[src/rtl/reg_d_e.sv]
// ---------------------------------------------------------------------------
// reg_d_e : Decode -> Execute pipeline register.
//   Captures the bypassed decode operands, PC, instruction, immediate,
//   register indices and control bundle, and presents them to execute one
//   cycle later.
//   Per-cycle priority with rst_n high: flush > stall > load.
//   A slot loaded with D_valid=0 has its control bundle and rd cleared, so
//   it can never write the register file, touch memory or branch.
//   Optional feature macro: REG_D_E_PERF_EN adds saturating stall/bubble
//   counters (perf_stall_cnt, perf_bubble_cnt).
// ---------------------------------------------------------------------------
module reg_d_e #(
   parameter int          CTRL_W   = 12,
   parameter logic [31:0] NOP_INST = 32'h0000_0013
) (
   input  logic              clk,
   input  logic              rst_n,
   input  logic              stall,
   input  logic              flush,
   input  logic              D_valid,
   input  logic [31:0]       D_pc,
   input  logic [31:0]       D_inst,
   input  logic [31:0]       mux2_rs1_data_out,
   input  logic [31:0]       mux2_rs2_data_out,
   input  logic [31:0]       D_imm,
   input  logic [4:0]        D_rs1,
   input  logic [4:0]        D_rs2,
   input  logic [4:0]        D_rd,
   input  logic [CTRL_W-1:0] D_ctrl,
   output logic              E_valid,
   output logic [31:0]       E_pc,
   output logic [31:0]       E_inst,
   output logic [31:0]       E_rs1_data,
   output logic [31:0]       E_rs2_data,
   output logic [31:0]       E_imm,
   output logic [4:0]        E_rs1,
   output logic [4:0]        E_rs2,
   output logic [4:0]        E_rd,
   output logic [CTRL_W-1:0] E_ctrl
`ifdef REG_D_E_PERF_EN
   ,
   output logic [31:0]       perf_stall_cnt,
   output logic [31:0]       perf_bubble_cnt
`endif
);

   logic              valid_q,    valid_d;
   logic [31:0]       pc_q,       pc_d;
   logic [31:0]       inst_q,     inst_d;
   logic [31:0]       rs1_data_q, rs1_data_d;
   logic [31:0]       rs2_data_q, rs2_data_d;
   logic [31:0]       imm_q,      imm_d;
   logic [4:0]        rs1_q,      rs1_d;
   logic [4:0]        rs2_q,      rs2_d;
   logic [4:0]        rd_q,       rd_d;
   logic [CTRL_W-1:0] ctrl_q,     ctrl_d;

   // Next slot contents: hold by default, bubble on flush, load otherwise.
   always_comb begin
      valid_d    = valid_q;
      pc_d       = pc_q;
      inst_d     = inst_q;
      rs1_data_d = rs1_data_q;
      rs2_data_d = rs2_data_q;
      imm_d      = imm_q;
      rs1_d      = rs1_q;
      rs2_d      = rs2_q;
      rd_d       = rd_q;
      ctrl_d     = ctrl_q;
      if (flush) begin
         // Bubble wins even over stall so a squashed instruction never lingers.
         valid_d    = 1'b0;
         pc_d       = '0;
         inst_d     = NOP_INST;
         rs1_data_d = '0;
         rs2_data_d = '0;
         imm_d      = '0;
         rs1_d      = '0;
         rs2_d      = '0;
         rd_d       = '0;
         ctrl_d     = '0;
      end else if (!stall) begin
         valid_d    = D_valid;
         pc_d       = D_pc;
         inst_d     = D_inst;
         rs1_data_d = mux2_rs1_data_out;
         rs2_data_d = mux2_rs2_data_out;
         imm_d      = D_imm;
         rs1_d      = D_rs1;
         rs2_d      = D_rs2;
         rd_d       = D_valid ? D_rd   : 5'd0;
         ctrl_d     = D_valid ? D_ctrl : '0;
      end
   end

   // Slot register; reset overrides stall and flush.
   always_ff @(posedge clk) begin
      if (!rst_n) begin
         valid_q    <= 1'b0;
         pc_q       <= '0;
         inst_q     <= NOP_INST;
         rs1_data_q <= '0;
         rs2_data_q <= '0;
         imm_q      <= '0;
         rs1_q      <= '0;
         rs2_q      <= '0;
         rd_q       <= '0;
         ctrl_q     <= '0;
      end else begin
         valid_q    <= valid_d;
         pc_q       <= pc_d;
         inst_q     <= inst_d;
         rs1_data_q <= rs1_data_d;
         rs2_data_q <= rs2_data_d;
         imm_q      <= imm_d;
         rs1_q      <= rs1_d;
         rs2_q      <= rs2_d;
         rd_q       <= rd_d;
         ctrl_q     <= ctrl_d;
      end
   end

   assign E_valid    = valid_q;
   assign E_pc       = pc_q;
   assign E_inst     = inst_q;
   assign E_rs1_data = rs1_data_q;
   assign E_rs2_data = rs2_data_q;
   assign E_imm      = imm_q;
   assign E_rs1      = rs1_q;
   assign E_rs2      = rs2_q;
   assign E_rd       = rd_q;
   assign E_ctrl     = ctrl_q;

`ifdef REG_D_E_PERF_EN
   logic [31:0] stall_cnt_q,  stall_cnt_d;
   logic [31:0] bubble_cnt_q, bubble_cnt_d;
   logic        stall_evt;
   logic        bubble_evt;

   // Saturating event counters; a bubble is a flush or a load of an invalid slot.
   always_comb begin
      stall_evt    = stall & ~flush;
      bubble_evt   = flush | (~stall & ~D_valid);
      stall_cnt_d  = stall_cnt_q;
      bubble_cnt_d = bubble_cnt_q;
      if (stall_evt && (stall_cnt_q != 32'hFFFF_FFFF)) begin
         stall_cnt_d = stall_cnt_q + 32'd1;
      end
      if (bubble_evt && (bubble_cnt_q != 32'hFFFF_FFFF)) begin
         bubble_cnt_d = bubble_cnt_q + 32'd1;
      end
   end

   // Counter registers, cleared by reset.
   always_ff @(posedge clk) begin
      if (!rst_n) begin
         stall_cnt_q  <= '0;
         bubble_cnt_q <= '0;
      end else begin
         stall_cnt_q  <= stall_cnt_d;
         bubble_cnt_q <= bubble_cnt_d;
      end
   end

   assign perf_stall_cnt  = stall_cnt_q;
   assign perf_bubble_cnt = bubble_cnt_q;
`endif

endmodule

[config.mk]
export PLATFORM = sky130hd
export DESIGN_NAME = reg_d_e
export DESIGN_NICKNAME = d
export VERILOG_FILES = /design/src/rtl/reg_d_e.sv
export SDC_FILE = /design/constraint.sdc
export NUM_CORES = 1
export LEC_CHECK = 0
export CAP_MARGIN = 20
export CORE_ASPECT_RATIO = 0.5
export CORE_MARGIN = 2
export CORE_UTILIZATION = 35
export DETAILED_ROUTE_END_ITERATION = 8
export PLACE_DENSITY_LB_ADDON = 0.2
export SLEW_MARGIN = 40
export SYNTH_ARGS = -nofsm -noshare
export SYNTH_HDL_FRONTEND = slang
export SYNTH_SLANG_ARGS = --single-unit
[constraint.sdc]
create_clock -name clk -period 0.8 [get_ports clk]
set_input_delay 0.08 -clock clk [delete_from_list [all_inputs] [get_ports clk]]
set_output_delay 0.08 -clock clk [all_outputs]
set_load 0.005 [all_outputs]
After elaboration in Yosys (flattened, before gate mapping)
Index checks and enable logic that the tools add are counted.
Storage, ports and cells
  bits of input ports: 192
  output and inout port bits: 188
  bits in registers: 188
Cells by class
  bitwise logic cells: 1
  mux-type cells: 2
  reductions and logical operators: 1
Operators with widths (count)
  two-way mux 12 bit: 1
  two-way mux 5 bit: 1
  OR reduction 2 bit: 1
  inverter 1 bit: 1

Logic depth before layout (Yosys ltp)
Gate-level depths: netlist (run 1).
  depth in word-level cells: 2
  mapped depth: 5
  depth with buffers taken out: 2

Worst setup path before layout (run 1)
OpenSTA, ideal clock, no wires.
  path kind: in2reg
  start: input stall
  end: register imm_q[10], in the netlist E_imm[10]
  stages on the path: 5
  path buffers: 3
  setup slack: -0.032 ns
  data arrival time: 0.715 ns
  data required time: 0.683 ns
  path through: buf_4 > buf_12 > buf_6 > mux2i_1 > nor2_1
RTL lines
  start: declaration: RTL line 18  | input logic stall,
  end signal: assignment: RTL line 115  | imm_q <= imm_d;
  end: declaration: RTL line 52  | logic [31:0] imm_q, imm_d;

Worst setup path in the final report (run 1)
  start: register imm_q[10], in the netlist E_imm[10]
  end: output E_imm[10]
RTL lines
  end: declaration: RTL line 35  | output logic [31:0] E_imm,
No word-level cell between the ends.

==> flow_summary.toml, run 1 <==
[floorplanning]
die_w_um = 200.9
num_rows = 35
dieArea_um2 = 20570
initial_utilization_pct = 36.27
io_pins = 380
core_area_um2 = 18700
die_y_um = 102.4

[placement]
dp_cells = 1240
gp_congestion = 0.7422
dpl.hpwl_um = 14760
place.port_buffers = 379

[critical_path]
crit_path_start_kind = "flip-flop"
crit_start = "E_imm[10]$_SDFFE_PP0N_"
path_delay_family = "flip-flops"
required_ns = 0.72
critPathSlowestCell = "dfxtp_2"
worstPathCellList = "buf_2"
path_class = "flip-flop to primary output"
cp-end-kind = "primary output"
cp.buffers_inverters = 1
r2r-start = "E_pc[22]$_SDFFE_PP0N_"
slowest_delay_ns = 0.33
worst-endpoint-arrival_ns = 0.86
crit_path_max_fanout = 2

[job]
cap_violations = 0

[clock_network]
htreeDepth = 4
cts_made_buffers = 17
cts_tree = "built"
cts_num_sinks = 188
clk_pin_slew_ns = 0.07
cts_buffer_depth = 2
root_buffer = "clkbuf_16"
worstSkewPairLatency_ns = 0.41

[detailed_routing]
vias = 5780
ant_nets = 0
vias_per_cell = 4.481
wl_um = 20980
first_pass_iters = 4
drc = 0
drt_iter0_markers = 137
wire_per_inst_um = 16.26

[cells_and_area]
final_cell_mix = "dfxtp_2, clkdlybuf4s50_1, mux2i_1"
final_util_pct = 63.21
antenna_cells = 0
syn2layout_area_growth_pct = 74.28
fin_nets = 1211
fin_cells = 1290
seq_area_um2 = 3999
multi_input_area_um2 = 2650
drive_gt1_share_pct = 43.26
nFillCells = 1593

[sta]
tightest_slew_ns = 0.2825
finalSetupViolCount = 188
slew_headroom_pct = 81.17
maxSlewViolCount = 0
period_needed_ns = 0.9426
clock_skew_ns = 0
grt_setup_unrepaired = "true"
period_share_pct = 117.8
hold_viol = 0
postLayoutSetupSlackWorst_ns = -0.1426
max_freq_mhz = 1061

[global_routing]
gr-usage-met1_pct = 21.82
grt_overflow = 0
antenna_found_initial = 0
use_met3_pct = 5.995
track_usage_pct = 19.74
use_met2_pct = 37.13
grt-busiest-layer = "met2"
grt_max_degree = 59
grt_first_pass_wirelength_um = 31550
grt_pass1_vias = 5723

[power]
leakagePower_uw = 0.005343
peakVddDrop_v = 0.001333
cellPowerDensity_nw_per_um2 = 1768

[logic_synthesis]
synthDistinctLibCells = 13
syn-mean-instance-area_um2 = 10.78
ys_seq_area_share_pct = 55.50
synthCells = 629
synth-seq-cells = 188
syn_area_um2 = 6782
ys_warn_count = 0
syn_nets = 821

[status]
violations = "negative setup slack"
status = "finished, violations left"

[worst_hold_path]
worstHoldPathType = "input port to flip-flop"
hold_path_startpoint = "flush"
-- logic make-up after synthesis --
| logic type | after synthesis | synth area share (%) |
|---|---|---|
| flops | 188 | 55.50 |
| mux | 171 | 25.24 |
| buf+inv | 46 | 5.535 |
| compound gates | 17 | 1.255 |
| simple gates | 207 | 12.47 |
-- synthesized netlist by cell type --
| master | count | area [um2] |
|---|---|---|
| dfxtp_1 | 188 | 3764 |
| nand2b_1 | 1 | 6.260 |
| buf_12 | 1 | 20.02 |
| buf_4 | 4 | 30.03 |
| buf_6 | 20 | 225.2 |
| nand3b_1 | 17 | 127.6 |
| nor2_1 | 168 | 630.6 |
| buf_2 | 17 | 85.08 |
| mux2i_1 | 171 | 1712 |
| nor2b_1 | 1 | 6.260 |
| clkbuf_1 | 4 | 15.01 |
| nand2_1 | 20 | 75.07 |
| a21oi_1 | 17 | 85.08 |
-- worst register-to-register path: cells and delay by family (launching register included) --
kind / cells / cell delay [ns]
and+or+nand+nor: 1 / 0.08
DFF: 1 / 0.32
buffers and inverters: 1 / 0.10
muxes: 1 / 0.16
-- path summary, 6_finish.rpt --
kind | to | slack [ns] | cells past startpoint
worst min-delay path | E_inst[4]$_SDFFE_PP1N_ | 0.02 | 3
worst min register to register | E_ctrl[9]$_SDFFE_PP0N_ | 0.46 | 2
worst max-delay path | E_imm[10] | -0.14 | 1
worst max register to register | E_pc[22]$_SDFFE_PP0N_ | 0.02 | 3
-- state kept, by name (all words and copies together) (netlist names) --
register	flops
E_inst	32
E_valid	1
E_rs1_data	32
E_imm	32
E_rs2_data	32
E_pc	32
E_rs1	5
E_rd	5
E_rs2	5
E_ctrl	12
-- stage by stage --
stage	hold WS, ns	total power, uW	cell area (um2)	TNS [ns]	worst slack [ns]
floorplan	0.1941	11150	6827	0	0.0003666
global placement	0.4469	12810	10820	-101.67	-0.4696
detailed placement	0.4554	12860	10820	-104.22	-0.4921
CTS	0.006351	21060	11590	-28.89	-0.1668
global route	0.02398	21790	11820	-31.12	-0.1882
finish	0.02442	20900	11820	-24.10	-0.1426
-- per-layer routing --
metal	part of all wire (%)	wire, um
met2	53	11090
met4	1.6	346
met3	6.2	1307
met1	39	8240
met5	0	0
-- area by class of cell --
| cell class | instances | share of cell area, % |
|---|---|---|
| flip-flops and latches | 188 | 33.83 |
| clock inverters | 13 | 0.9951 |
| clock buffers | 18 | 3.631 |
| repair buffers | 417 | 36.38 |
| multi-input cells | 395 | 22.42 |
| well taps | 259 | 2.742 |
-- where the power goes --
group          total, uW  internal, uW  switching [uW]
Combinational       2940          1940             999
Clock               8050          4300            3750
Sequential          9900          9710             191
-- repair_timing --
| item | 4_1_cts | 5_1_grt |
|---|---|---|
| gates resized for setup | 1057 | 33 |
| hold buffers | 0 | 0 |
| gates cloned | 4 | 0 |
| pin swaps | 0 | 2 |
| buffers inserted | 12 | 3 |
| endpoints found under the hold margin | 0 | 0 |
| setup endpoints to repair | 286 | 190 |
No activity file was read; power rests on OpenSTA's default activity.
==> inputs of run 2 (changes only) <==
--- a/config.mk
+++ b/config.mk
@@ -8,10 +8,10 @@
 export CAP_MARGIN = 20
 export CORE_ASPECT_RATIO = 0.5
 export CORE_MARGIN = 2
-export CORE_UTILIZATION = 35
+export CORE_UTILIZATION = 38
 export DETAILED_ROUTE_END_ITERATION = 8
 export PLACE_DENSITY_LB_ADDON = 0.2
-export SLEW_MARGIN = 40
+export SLEW_MARGIN = 5
 export SYNTH_ARGS = -nofsm -noshare
 export SYNTH_HDL_FRONTEND = slang
 export SYNTH_SLANG_ARGS = --single-unit
==> constraint.sdc (replaced) <==
create_clock -name clk -period 1.18 [get_ports clk]
set_input_delay 0.118 -clock clk [delete_from_list [all_inputs] [get_ports clk]]
set_output_delay 0.118 -clock clk [all_outputs]
set_load 0.005 [all_outputs]
==> flow_summary.toml, run 2 (synthesized netlist as in run 1, its figures left out) <==
[detailed_routing]
vias = 5676
wl_um = 19200
drt_iter0_markers = 163
ant_nets = 0
vias_per_cell = 4.555
drc = 0
wire_per_inst_um = 15.41
first_pass_iters = 4

[critical_path]
r2r-start = "E_rs2[1]$_SDFFE_PP0N_"
required_ns = 1.06
cp.depth = 1
crit_start = "E_rs1[3]$_SDFFE_PP0N_"
r2r-end = "E_rs2[1]$_SDFFE_PP0N_"
crit_path_max_fanout = 2
worstPathCellList = "dlygate4sd2_1"
crit_path_start_kind = "flip-flop"
cp-end-kind = "primary output"
path_class = "flip-flop to primary output"
cp.buffers_inverters = 1
r2r_cells = 2
crit_path_end = "E_rs1[3]"
worst-endpoint-arrival_ns = 1.02
slowest_delay_ns = 0.34
critPathSlowestCell = "dfxtp_1"
r2r_setup_slack_ns = 0.51
path_delay_family = "flip-flops"

[job]
cap_violations = 0

[sta]
slew_headroom_pct = 84.66
holdWs_ns = 0.1094
tightest_slew_ns = 0.2301
clock_skew_ns = 0
max_freq_mhz = 881.9
maxSlewViolCount = 0
grt_setup_unrepaired = "false"
period_needed_ns = 1.134
postLayoutSetupSlackWorst_ns = 0.04611
hold_viol = 0
finalSetupViolCount = 0
period_share_pct = 96.09

[global_routing]
antenna_found_initial = 0
grt_first_pass_wirelength_um = 29930
grt_max_degree = 45
track_usage_pct = 20.08
grt_pass1_vias = 5906
grt_overflow = 0

[power]
leakagePower_uw = 0.005389
cellPowerDensity_nw_per_um2 = 1241
peakVddDrop_v = 0.001016

[floorplanning]
num_rows = 34
io_pins = 380
die_w_um = 192.9
core_area_um2 = 17440
initial_utilization_pct = 38.88
dieArea_um2 = 19000
die_y_um = 98.46

[cells_and_area]
syn2layout_area_growth_pct = 64.48
antenna_cells = 0
fin_nets = 1192
drive_gt1_share_pct = 6.126
layout_commonest_cell = "clkdlybuf4s50_1"
final_util_pct = 63.95
final_cell_mix = "clkdlybuf4s50_1, dfxtp_1, mux2i_1"

[clock_network]
cts_tree = "built"
cts_hold_buf = 0
cts_made_buffers = 17
cts_buffer_depth = 2
htreeDepth = 4
root_buffer = "clkbuf_16"
cts_num_sinks = 188
worstSkewPairLatency_ns = 0.41
clk_pin_slew_ns = 0.07
postCtsSetupBuffers = 0

[placement]
gp_congestion = 0.7866
dp_slack_ns = -0.1264
dpl.hpwl_um = 14670
place.port_buffers = 379

[worst_hold_path]
worstHoldPathType = "input port to flip-flop"

[status]
status = "complete, no violations"
[run 2: cell types whose count changed in the layout (fill, tap and decap cells not counted), sizes merged]
cell	previous run	this run
dlygate4sd2	2	170
clkbuf	18	22
bufbuf	2	0
clkinvlp	2	3
clkinv	7	3
inv	3	2
clkdlybuf4s15	0	18
clkdlybuf4s50	188	190
buf	225	20
[run 2: final cells by class]
cell class / instances / area [um2]
clock inverter: 9 / 88.84
multi-input combinational: 395 / 2650
tap: 234 / 292.8
timing repair buffer: 398 / 3879
sequential: 188 / 3780
clock buffer: 22 / 464.2
fill: 1477 / 6287
[run 2: metrics by stage]
stage / instances / total power, uW / area, um2 / TNS, ns
5_1_grt: 1246 / 14460 / 11150 / 0
3_3_place_gp: 1215 / 8687 / 10800 / -15.83
6_report: 1246 / 13840 / 11150 / 0
2_1_floorplan: 629 / 7542 / 6782 / 0
3_5_place_dp: 1215 / 8723 / 10800 / -17.32
4_1_cts: 1246 / 14040 / 11130 / 0
[run 2: worst min-delay path by stage]
stage | startpoint | to | cells past startpoint
floorplan | flush | E_inst[0]$_SDFFE_PP1N_ | 2
global placement | E_rd[4]$_SDFFE_PP0N_ | E_rd[4]$_SDFFE_PP0N_ | 2
detailed placement | E_rd[4]$_SDFFE_PP0N_ | E_rd[4]$_SDFFE_PP0N_ | 2
CTS | stall | E_inst[10]$_SDFFE_PP0N_ | 3
global route | stall | E_inst[16]$_SDFFE_PP0N_ | 3
finish | stall | E_rs1_data[3]$_SDFFE_PP0N_ | 3
[run 2: what timing repair did]
| item | in CTS | in global routing |
|---|---|---|
| setup endpoints to repair | 188 | 19 |
| gates resized for setup | 200 | 19 |
| cloned | 0 | 0 |
[run 2: power by group]
part / switching [uW] / internal (uW)
Sequential: 94.3 / 6550
Combinational: 647 / 1140
Clock: 2390 / 3020
Total: 3130 / 10700
[run 2: metal layers]
metal,GRT usage [%],part of all wire (%)
met4,10.14,3.9
met2,35.98,49
met5,0,0
met1,20.81,38
met3,7.265,8.3
==> inputs of run 3 (changes only) <==
--- a/config.mk
+++ b/config.mk
@@ -5,7 +5,6 @@
 export SDC_FILE = /design/constraint.sdc
 export NUM_CORES = 1
 export LEC_CHECK = 0
-export CAP_MARGIN = 20
 export CORE_ASPECT_RATIO = 0.5
 export CORE_MARGIN = 2
 export CORE_UTILIZATION = 38
==> results of run 3 <==
Final layout, timing and power as in run 2 (identical DEF).
